File: src/rtl/fifo_rd_ctrl.sv
// fifo_rd_ctrl: read-side burst master for an 8-deep FIFO.
// It only requests a word that is known to be present and that has a free
// slot waiting for it. Returned words pass through a 2-entry skid buffer
// onto a valid/ready stream. The final beat of each burst is tagged.
`default_nettype none

module fifo_rd_ctrl #(
    parameter int DATA_WIDTH = 32,
    parameter int CNT_WIDTH  = 4,
    parameter int FIFO_DEPTH = 8
) (
    input  logic                  clk,
    input  logic                  reset_n,
    input  logic                  start,
    input  logic [CNT_WIDTH-1:0]  burst_len,
    input  logic [CNT_WIDTH-1:0]  fifo_data_count,
    input  logic                  fifo_rd_ack,
    input  logic                  fifo_rd_err,
    input  logic [DATA_WIDTH-1:0] fifo_dout,
    output logic                  fifo_rd_en,
    output logic                  m_valid,
    input  logic                  m_ready,
    output logic [DATA_WIDTH-1:0] m_data,
    output logic                  m_last,
    output logic                  busy,
    output logic                  done,
    output logic                  err,
    input  logic                  err_clr
);

    typedef enum logic [1:0] {IDLE, ISSUE, DRAIN, ERROR} state_t;

    state_t                state;
    logic [CNT_WIDTH-1:0]  issue_cnt;   // reads still to request
    logic [CNT_WIDTH-1:0]  rem_cnt;     // beats still to hand over
    logic                  inflight;    // one read awaiting its ack
    logic [1:0]            buf_occ;     // skid buffer occupancy, 0..2
    logic [DATA_WIDTH-1:0] buf0;        // head entry (drives m_data)
    logic [DATA_WIDTH-1:0] buf1;        // second entry

    logic [CNT_WIDTH-1:0]  cnt_sat;
    logic [2:0]            pending;
    logic                  capture;
    logic                  timeout;
    logic                  err_evt;
    logic                  pop;

    // An occupancy above the FIFO capacity can only be a glitch on the
    // input. Clamping it keeps one bad value from causing extra reads.
    assign cnt_sat = (fifo_data_count > CNT_WIDTH'(FIFO_DEPTH)) ?
                     CNT_WIDTH'(FIFO_DEPTH) : fifo_data_count;

    // Words that already have a skid slot claimed: buffered plus outstanding.
    assign pending = {1'b0, buf_occ} + {2'b00, inflight};

    assign capture = inflight & fifo_rd_ack;
    assign timeout = inflight & ~fifo_rd_ack;
    assign err_evt = fifo_rd_err | timeout;
    assign pop     = m_valid & m_ready;

    // A request also needs a word the FIFO still holds that no earlier
    // read has claimed. It is withheld while an error is being flagged,
    // so the FIFO does not lose a word the flush would throw away.
    assign fifo_rd_en = (state == ISSUE) && (issue_cnt != '0)
                        && (cnt_sat > {{(CNT_WIDTH-1){1'b0}}, inflight})
                        && (pending < 3'd2)
                        && !err_evt;

    assign m_valid = (buf_occ != 2'd0);
    assign m_data  = buf0;
    assign m_last  = m_valid && (rem_cnt == CNT_WIDTH'(1));

    // Burst sequencing: IDLE -> ISSUE -> DRAIN -> IDLE, with ERROR from anywhere.
    always_ff @(posedge clk or negedge reset_n) begin
        if (!reset_n) begin
            state     <= IDLE;
            issue_cnt <= '0;
            rem_cnt   <= '0;
            busy      <= 1'b0;
            done      <= 1'b0;
            err       <= 1'b0;
        end else begin
            done <= 1'b0;
            if (err_evt) begin
                // A new error also wins over an err_clr in the same cycle.
                state <= ERROR;
                busy  <= 1'b1;
                err   <= 1'b1;
            end else begin
                case (state)
                    IDLE: begin
                        if (start) begin
                            if (burst_len != '0) begin
                                state     <= ISSUE;
                                busy      <= 1'b1;
                                issue_cnt <= burst_len;
                                rem_cnt   <= burst_len;
                            end else begin
                                done <= 1'b1;
                            end
                        end
                    end
                    ISSUE: begin
                        if (fifo_rd_en) begin
                            issue_cnt <= issue_cnt - 1'b1;
                            if (issue_cnt == CNT_WIDTH'(1))
                                state <= DRAIN;
                        end
                        if (pop)
                            rem_cnt <= rem_cnt - 1'b1;
                    end
                    DRAIN: begin
                        if (pop) begin
                            rem_cnt <= rem_cnt - 1'b1;
                            if (m_last) begin
                                state <= IDLE;
                                busy  <= 1'b0;
                                done  <= 1'b1;
                            end
                        end
                    end
                    ERROR: begin
                        if (err_clr) begin
                            state <= IDLE;
                            busy  <= 1'b0;
                            err   <= 1'b0;
                        end
                    end
                    default: state <= IDLE;
                endcase
            end
        end
    end

    // Outstanding-read flag. A new request may replace an ack that arrives in the same cycle.
    always_ff @(posedge clk or negedge reset_n) begin
        if (!reset_n)
            inflight <= 1'b0;
        else if (err_evt)
            inflight <= 1'b0;
        else if (fifo_rd_en)
            inflight <= 1'b1;
        else if (fifo_rd_ack)
            inflight <= 1'b0;
    end

    // Two-entry skid buffer in FIFO order. Capture and pop in one cycle keep the occupancy.
    always_ff @(posedge clk or negedge reset_n) begin
        if (!reset_n) begin
            buf_occ <= 2'd0;
            buf0    <= '0;
            buf1    <= '0;
        end else if (err_evt || state == ERROR) begin
            buf_occ <= 2'd0;
        end else begin
            case ({capture, pop})
                2'b10: begin
                    if (buf_occ == 2'd0) begin
                        buf0    <= fifo_dout;
                        buf_occ <= 2'd1;
                    end else if (buf_occ == 2'd1) begin
                        buf1    <= fifo_dout;
                        buf_occ <= 2'd2;
                    end
                end
                2'b01: begin
                    buf0    <= buf1;
                    buf_occ <= buf_occ - 2'd1;
                end
                2'b11: begin
                    if (buf_occ == 2'd1) begin
                        buf0 <= fifo_dout;
                    end else begin
                        buf0 <= buf1;
                        buf1 <= fifo_dout;
                    end
                end
                default: ;
            endcase
        end
    end

endmodule

`default_nettype wire

File: config.mk
export PLATFORM = sky130hd
export DESIGN_NAME = fifo_rd_ctrl
export DESIGN_NICKNAME = d
export VERILOG_FILES = /design/src/rtl/fifo_rd_ctrl.sv
export SDC_FILE = /design/constraint.sdc
export NUM_CORES = 1
export LEC_CHECK = 0
export CORE_MARGIN = 1.5
export CORE_UTILIZATION = 55
export DETAILED_ROUTE_END_ITERATION = 7
export PLACE_DENSITY = 0.95
export SYNTH_ARGS = -nofsm -noshare
export SYNTH_HDL_FRONTEND = slang
export SYNTH_SLANG_ARGS = --single-unit
File: constraint.sdc
create_clock -name clk -period 3 [get_ports clk]
set_input_delay 0.6 -clock clk [delete_from_list [all_inputs] [get_ports clk]]
set_output_delay 0.6 -clock clk [all_outputs]
set_load 0.1 [all_outputs]
==> out/qor.yml, run 1 <==
n_antenna_cell: 0
period_share_pct: 93.1
ys.flop_type: "dfrtp_1"
die-area_um2: 7680
fmax_ghz: 0.358
clk_pin_slew_ns: 0.10
finClkSkew_ns: 0.0164
seqPwrFrac_pct: 29.5
drv_slew: 0
dr.first_iter.drc_count: 102
start_kind: "input port"
start_util_pct: 57.4
postRouteAntennaNets: 0
syn_avg_cell_area_um2: 11.2
final_util_pct: 73.0
fp.dieH_um: 87.6
grt_pass1_wl_mm: 13.7
cts_tree: "done"
cp.required_ns: 2.40
p_comb_share_pct: 56.4
htreeDepth: 3
p_leak_nw: 2.54
p_total_mw: 5.37
port_buffers: 84
wl_per_cell_um: 15.4
dr.pass1.iters: 4
area_growth_pct: 27.3
clock_latency_ns: 0.35
rsz0062_at_grt: "false"
worstPathArrival_ns: 2.19
finalHoldViolCount: 0
ys_async_sr_fraction_pct: 100
antenna_found_initial: 0
max_cap_violations: 0
viasPerCell: 5.41
grt_pass1_vias: 2994
drc: 0
syn-cell-area_um2: 3940
grt_max_degree: 81
place_congestion: 0.879
synth_seq_area_share_pct: 50.8
finalNetCount: 497
synth-edff-count: 0
hpwl_mm: 5.97
cts_buffers: 9
critPathLaunch: "fifo_data_count[3]"
clock-sinks: 80
slew_headroom_pct: 33.9
p_sw_mw: 2.93
fin_tns_setup_ns: 0
placementRows: 30
clk_root_buffer_cell: "clkbuf_8"
p_int_mw: 2.44
vias: 2922
die_w_um: 87.6
ios: 85
setup_violations: 0
cts_max_path_buffers: 2
placed_area_um2: 4820
tightest_slew_ns: 0.992
yosysWarnings: 0
coreArea_um2: 6870
netlist_instances: 353
pwr-share-clk_pct: 14.1
period_needed_ns: 2.79
routed_wl_mm: 8.33
grt.overflow.total: 0
crit_fanout: 4
fin_area_um2: 5010
status: "finished clean"
synthesis.nets: 411
ys_ff_latch: 80
hp-class: "in2async"
worstSetupEndpointType: "output pin"
grt_usage_pct: 22.9
critPathKind: "in2out"
powerDensity_nw_per_um2: 1070
drive_gt1_share_pct: 25.0
synth_cell_types: 44
swShare_pct: 54.6
ir_worst_vdd_v: 0.000612
timing.rr.start: "state[0]$_DFFE_PN0P_"
[critical path, stage by stage]
cell and delay, ns:
clkdlybuf4s50_1 0.42, nand2b_1 0.16, ha_1 0.27, o21ai_1 0.21, nand4_1 0.14, inv_1 0.19, buf_12 0.20
[flip-flops by register name (all words and copies together) (netlist names)]
name,count
buf1,32
m_data,32
done,1
buf_occ,2
err,1
busy,1
inflight,1
rem_cnt,4
issue_cnt,4
state,2
[layout by cell type (no fill, tap or decap), types with 2 or more instances in the layout]
master / Yosys / routed
a31oi_1: 2 / 2
buf_4: 2 / 43
buf_12: 0 / 4
nor3b_1: 3 / 3
nand3_1: 13 / 13
clkinvlp_4: 0 / 2
clkbuf_8: 0 / 10
nor3_1: 2 / 2
a21oi_2: 8 / 8
ha_1: 11 / 11
nor2_1: 40 / 40
o21ai_0: 10 / 9
mux2i_1: 36 / 36
a21oi_1: 34 / 34
inv_1: 15 / 15
dfrtp_1: 80 / 80
xnor2_1: 2 / 2
clkdlybuf4s50_1: 0 / 45
o211ai_1: 2 / 2
nor2b_1: 4 / 4
clkinv_4: 0 / 2
mux2_2: 32 / 32
nand2b_1: 5 / 5
o22ai_1: 3 / 3
nand2_2: 1 / 2
nand2_1: 13 / 12
[power groups by stage]
stage / combinational, mW / sequential, mW / clock [mW]
final: 3.03 / 1.58 / 0.756
after CTS: 3.04 / 1.59 / 0.772
after floorplan: 0.757 / 3.17 / 0
after detailed placement: 3.04 / 1.60 / 0
after global placement: 2.97 / 1.59 / 0
after global routing: 3.18 / 1.62 / 0.817
[cell usage after synthesis, drive strengths merged, types with 2 or more instances]
cell | n | share of area [%]
dfrtp | 80 | 51
a21oi | 42 | 6.1
nor2 | 41 | 4.1
mux2i | 36 | 9.1
mux2 | 33 | 9.4
buf | 15 | 2.3
inv | 15 | 1.4
nand2 | 14 | 1.4
nand3 | 13 | 1.7
ha | 11 | 3.5
o21ai | 10 | 1.3
nand2b | 5 | 0.79
nor2b | 5 | 0.98
nor3 | 3 | 0.67
nor3b | 3 | 0.57
o22ai | 3 | 0.48
a31oi | 2 | 0.32
clkbuf | 2 | 0.19
o211ai | 2 | 0.38
xnor2 | 2 | 0.44
[routing by layer]
layer / wire, um / up-vias / track usage, % / share of wire (%)
met2: 4430 / 71 / 41.0 / 53
met5: 0 / - / 0 / 0
met4: 67 / 0 / 7.50 / 0.80
li1: - / 1410 / - / -
met1: 3440 / 1434 / 27.0 / 41
met3: 393 / 7 / 5.66 / 4.7
[path summary, 6_finish.rpt]
check / to / slack, ns / depth (start not counted)
worst min register to register: err$_DFFE_PN0P_ / 0.49 / 2
worst max register to register: rem_cnt[3]$_DFFE_PN0P_ / 0.61 / 8
worst max-delay path: fifo_rd_en / 0.21 / 7
max in group asynchronous: m_data[30]$_DFFE_PN0P_ / 1.94 / 1
min in group clk: err$_DFFE_PN0P_ / 0.49 / 2
worst min-delay path: m_data[2]$_DFFE_PN0P_ / 0.40 / 1
[cell type report]
class,instances,area [um2]
fillers,505,1850
clock inverters,6,52.6
inverters,15,56.3
clock buffers,10,138
well taps,96,120
multi-input cells,241,1790
repair buffers,92,853
flip-flops and latches,80,2000
[through the flow]
step | setup WS (ns) | hold WS (ns) | instances
after floorplan | 0.225 | 0.304 | 353
after global placement | 0.192 | 0.467 | 524
after detailed placement | 0.101 | 0.471 | 524
after CTS | 0.111 | 0.455 | 540
after global routing | 0.0798 | 0.482 | 540
final | 0.208 | 0.403 | 540
[repair_timing]
| action | 4_1_cts | 5_1_grt |
|---|---|---|
| endpoints found under the setup margin | 0 | 1 |
| hold buffers | 0 | 0 |
| gates resized for setup | 0 | 1 |
| setup buffers | 0 | 0 |
[cell families after synthesis]
family / after synthesis / synth area share [%]
flops: 80 / 50.8
fa+ha+maj: 11 / 3.49
compound gates: 68 / 11.0
buf+inv: 32 / 3.97
mux: 69 / 18.6
simple gates: 91 / 11.7
xor+xnor: 2 / 0.445
Power figures use the tool's default switching activity.
==> run 2: changes to the inputs <==
==> constraint.sdc (replaced) <==
create_clock -name clk -period 3.24 [get_ports clk]
set_input_delay 0.648 -clock clk [delete_from_list [all_inputs] [get_ports clk]]
set_output_delay 0.648 -clock clk [all_outputs]
set_load 0.1 [all_outputs]
==> run 2 against run 1 <==
Count of clock-buffer cells in the layout unchanged; power shrank 5.4%; first-iteration DRC count decreased by 13%; combinational power fell by 7.6%; global-route usage shrank 0.33 points; clock skew is 0.011 ns lower; setup slack gained 0.064 ns; die area is the same; hold slack improved by 0.068 ns; core utilization up 0.22 points; critical path type unchanged; critical endpoint unchanged; largest power group unchanged.
==> out/qor.yml, run 2 (same netlist as run 1, synthesis figures left out) <==
status: "finished clean"
n_antenna_cell: 0  # unchanged
grt_usage_pct: 22.6  # -0.33 points
worstPathArrival_ns: 2.32  # +0.13 ns
powerDensity_nw_per_um2: 1010  # -5.7%
grt.overflow.total: 0  # unchanged
cts_max_path_buffers: 2  # unchanged
multiInputGateArea_um2: 1790  # unchanged
cts_buffers: 9  # unchanged
crit_fanout: 4  # unchanged
worstSetupEndpointType: "output pin"
path_cells: "clkdlybuf4s50_1, nand2b_1, ha_1, o21ai_0, nand4_1, inv_1, buf_12"
fillers: 495  # -2.0%
drive_gt1_share_pct: 24.4  # -0.57 points
finalHoldViolCount: 0  # unchanged
drv_slew: 0  # unchanged
seqCellArea_um2: 2000  # unchanged
ios: 85  # unchanged
grt_pass1_vias: 2963  # -1.0%
start_kind: "input port"
fin_area_um2: 5030  # +0.30%
ir_worst_vdd_v: 0.000751  # +23%
setup_violations: 0  # unchanged
wl_per_cell_um: 15.4  # about the same
rsz0062_at_grt: "false"
hpwl_mm: 5.90  # -1.0%
postCtsHoldBufs: 0  # unchanged
finalNetCount: 495  # -0.40%
fin_hold_ws_ns: 0.470  # +0.0676 ns
placementRows: 30  # unchanged
clk_root_buffer_cell: "clkbuf_8"
fp.dieH_um: 87.6  # unchanged
place_congestion: 0.883  # +0.43%
final_util_pct: 73.2  # +0.22 points
tightest_slew_ns: 0.993  # +0.00111 ns
dr.pass1.iters: 4  # unchanged
final_cell_mix: "80 x dfrtp_1, 45 x clkdlybuf4s50_1, 41 x buf_4"
htreeDepth: 3  # unchanged
period_share_pct: 91.6
fin_tns_setup_ns: 0  # unchanged
max_cap_violations: 0  # unchanged
drc: 0  # unchanged
cp.required_ns: 2.59  # +0.19 ns
final_common_cell: "dfrtp_1"
critPathKind: "in2out"
viasPerCell: 5.48  # +1.3%
start_util_pct: 57.4  # unchanged
port_buffers: 84  # unchanged
dr.first_iter.drc_count: 89  # -13%
clk_pin_slew_ns: 0.08  # -0.02 ns
clock-sinks: 80  # unchanged
placed_area_um2: 4810  # -0.31%
critPathSlowestCell: "clkdlybuf4s50_1"
slew_headroom_pct: 33.8  # -0.074 points
area_growth_pct: 27.7
antenna_found_initial: 0  # unchanged
rrSetupSlack_ns: 0.72  # +0.11 ns
die_w_um: 87.6  # unchanged
die-area_um2: 7680  # unchanged
finClkSkew_ns: 0.00521  # -0.0111 ns
vias: 2948  # +0.89%
postRouteAntennaNets: 0  # unchanged
cts_tree: "done"
coreArea_um2: 6870  # unchanged
grt_pass1_wl_mm: 13.4  # -2.1%
cts_resized: 0  # unchanged
cts_post_setup_buffers_inserted: 0  # unchanged
grt_max_degree: 81  # unchanged
clock_latency_ns: 0.34  # about the same
period_needed_ns: 2.97
routed_wl_mm: 8.30  # -0.35%
fmax_ghz: 0.337
cp_slowest_stage_delay_ns: 0.41  # about the same
p_leak_nw: 2.55  # +0.31%
hp-class: "in2async"
run 2: per-layer routing:
metal | share of wire, % | vias to the layer above | wire length, um | track usage (%)
met5 | 0 | - | 0 | 0
met4 | 1.4 | 0 | 114 | 8.23
met3 | 4.9 | 12 | 408 | 5.94
met2 | 53 | 78 | 4360 | 39.7
met1 | 41 | 1449 | 3410 | 26.6
li1 | - | 1409 | - | -
run 2: path summary, 6_finish.rpt:
path	endpoint	start	cells past startpoint
worst max register to register	rem_cnt[3]$_DFFE_PN0P_	state[0]$_DFFE_PN0P_	7
min in group clk	err$_DFFE_PN0P_	err$_DFFE_PN0P_	2
max in group asynchronous	buf1[21]$_DFFE_PN0P_	reset_n	1
worst min-delay path	m_data[4]$_DFFE_PN0P_	reset_n	1
worst min register to register	err$_DFFE_PN0P_	err$_DFFE_PN0P_	2
worst max-delay path	fifo_rd_en	fifo_data_count[3]	7
run 2: stage by stage:
stage / worst slack, ns / std cells / power (mW)
6_report: 0.272 / 538 / 5.08
5_1_grt: 0.159 / 538 / 5.31
4_1_cts: 0.263 / 538 / 5.11
3_5_place_dp: 0.259 / 522 / 4.29
3_3_place_gp: 0.341 / 522 / 4.22
2_1_floorplan: 0.428 / 353 / 3.64
run 2: where the power goes:
group / switching [mW] / total (mW) / internal (mW)
Combinational: 2.13 / 2.80 / 0.671
Sequential: 0.193 / 1.46 / 1.27
Clock: 0.371 / 0.810 / 0.440
run 2: worst max-delay path: cells and delay by family:
family,cells,cell delay (ns)
simple gates,2,0.32
buf+inv,3,0.80
fa+ha+maj,1,0.26
compound gates,1,0.29
run 2: area by class of cell:
cell class | instances | area share [%]
Inverter | 15 | 1.12
Clock inverter | 6 | 1.84
Clock buffer | 10 | 2.54
Tap cell | 96 | 2.39
Timing Repair Buffer | 90 | 16.7
Sequential cell | 80 | 39.8
Multi-Input combinational cell | 241 | 35.6
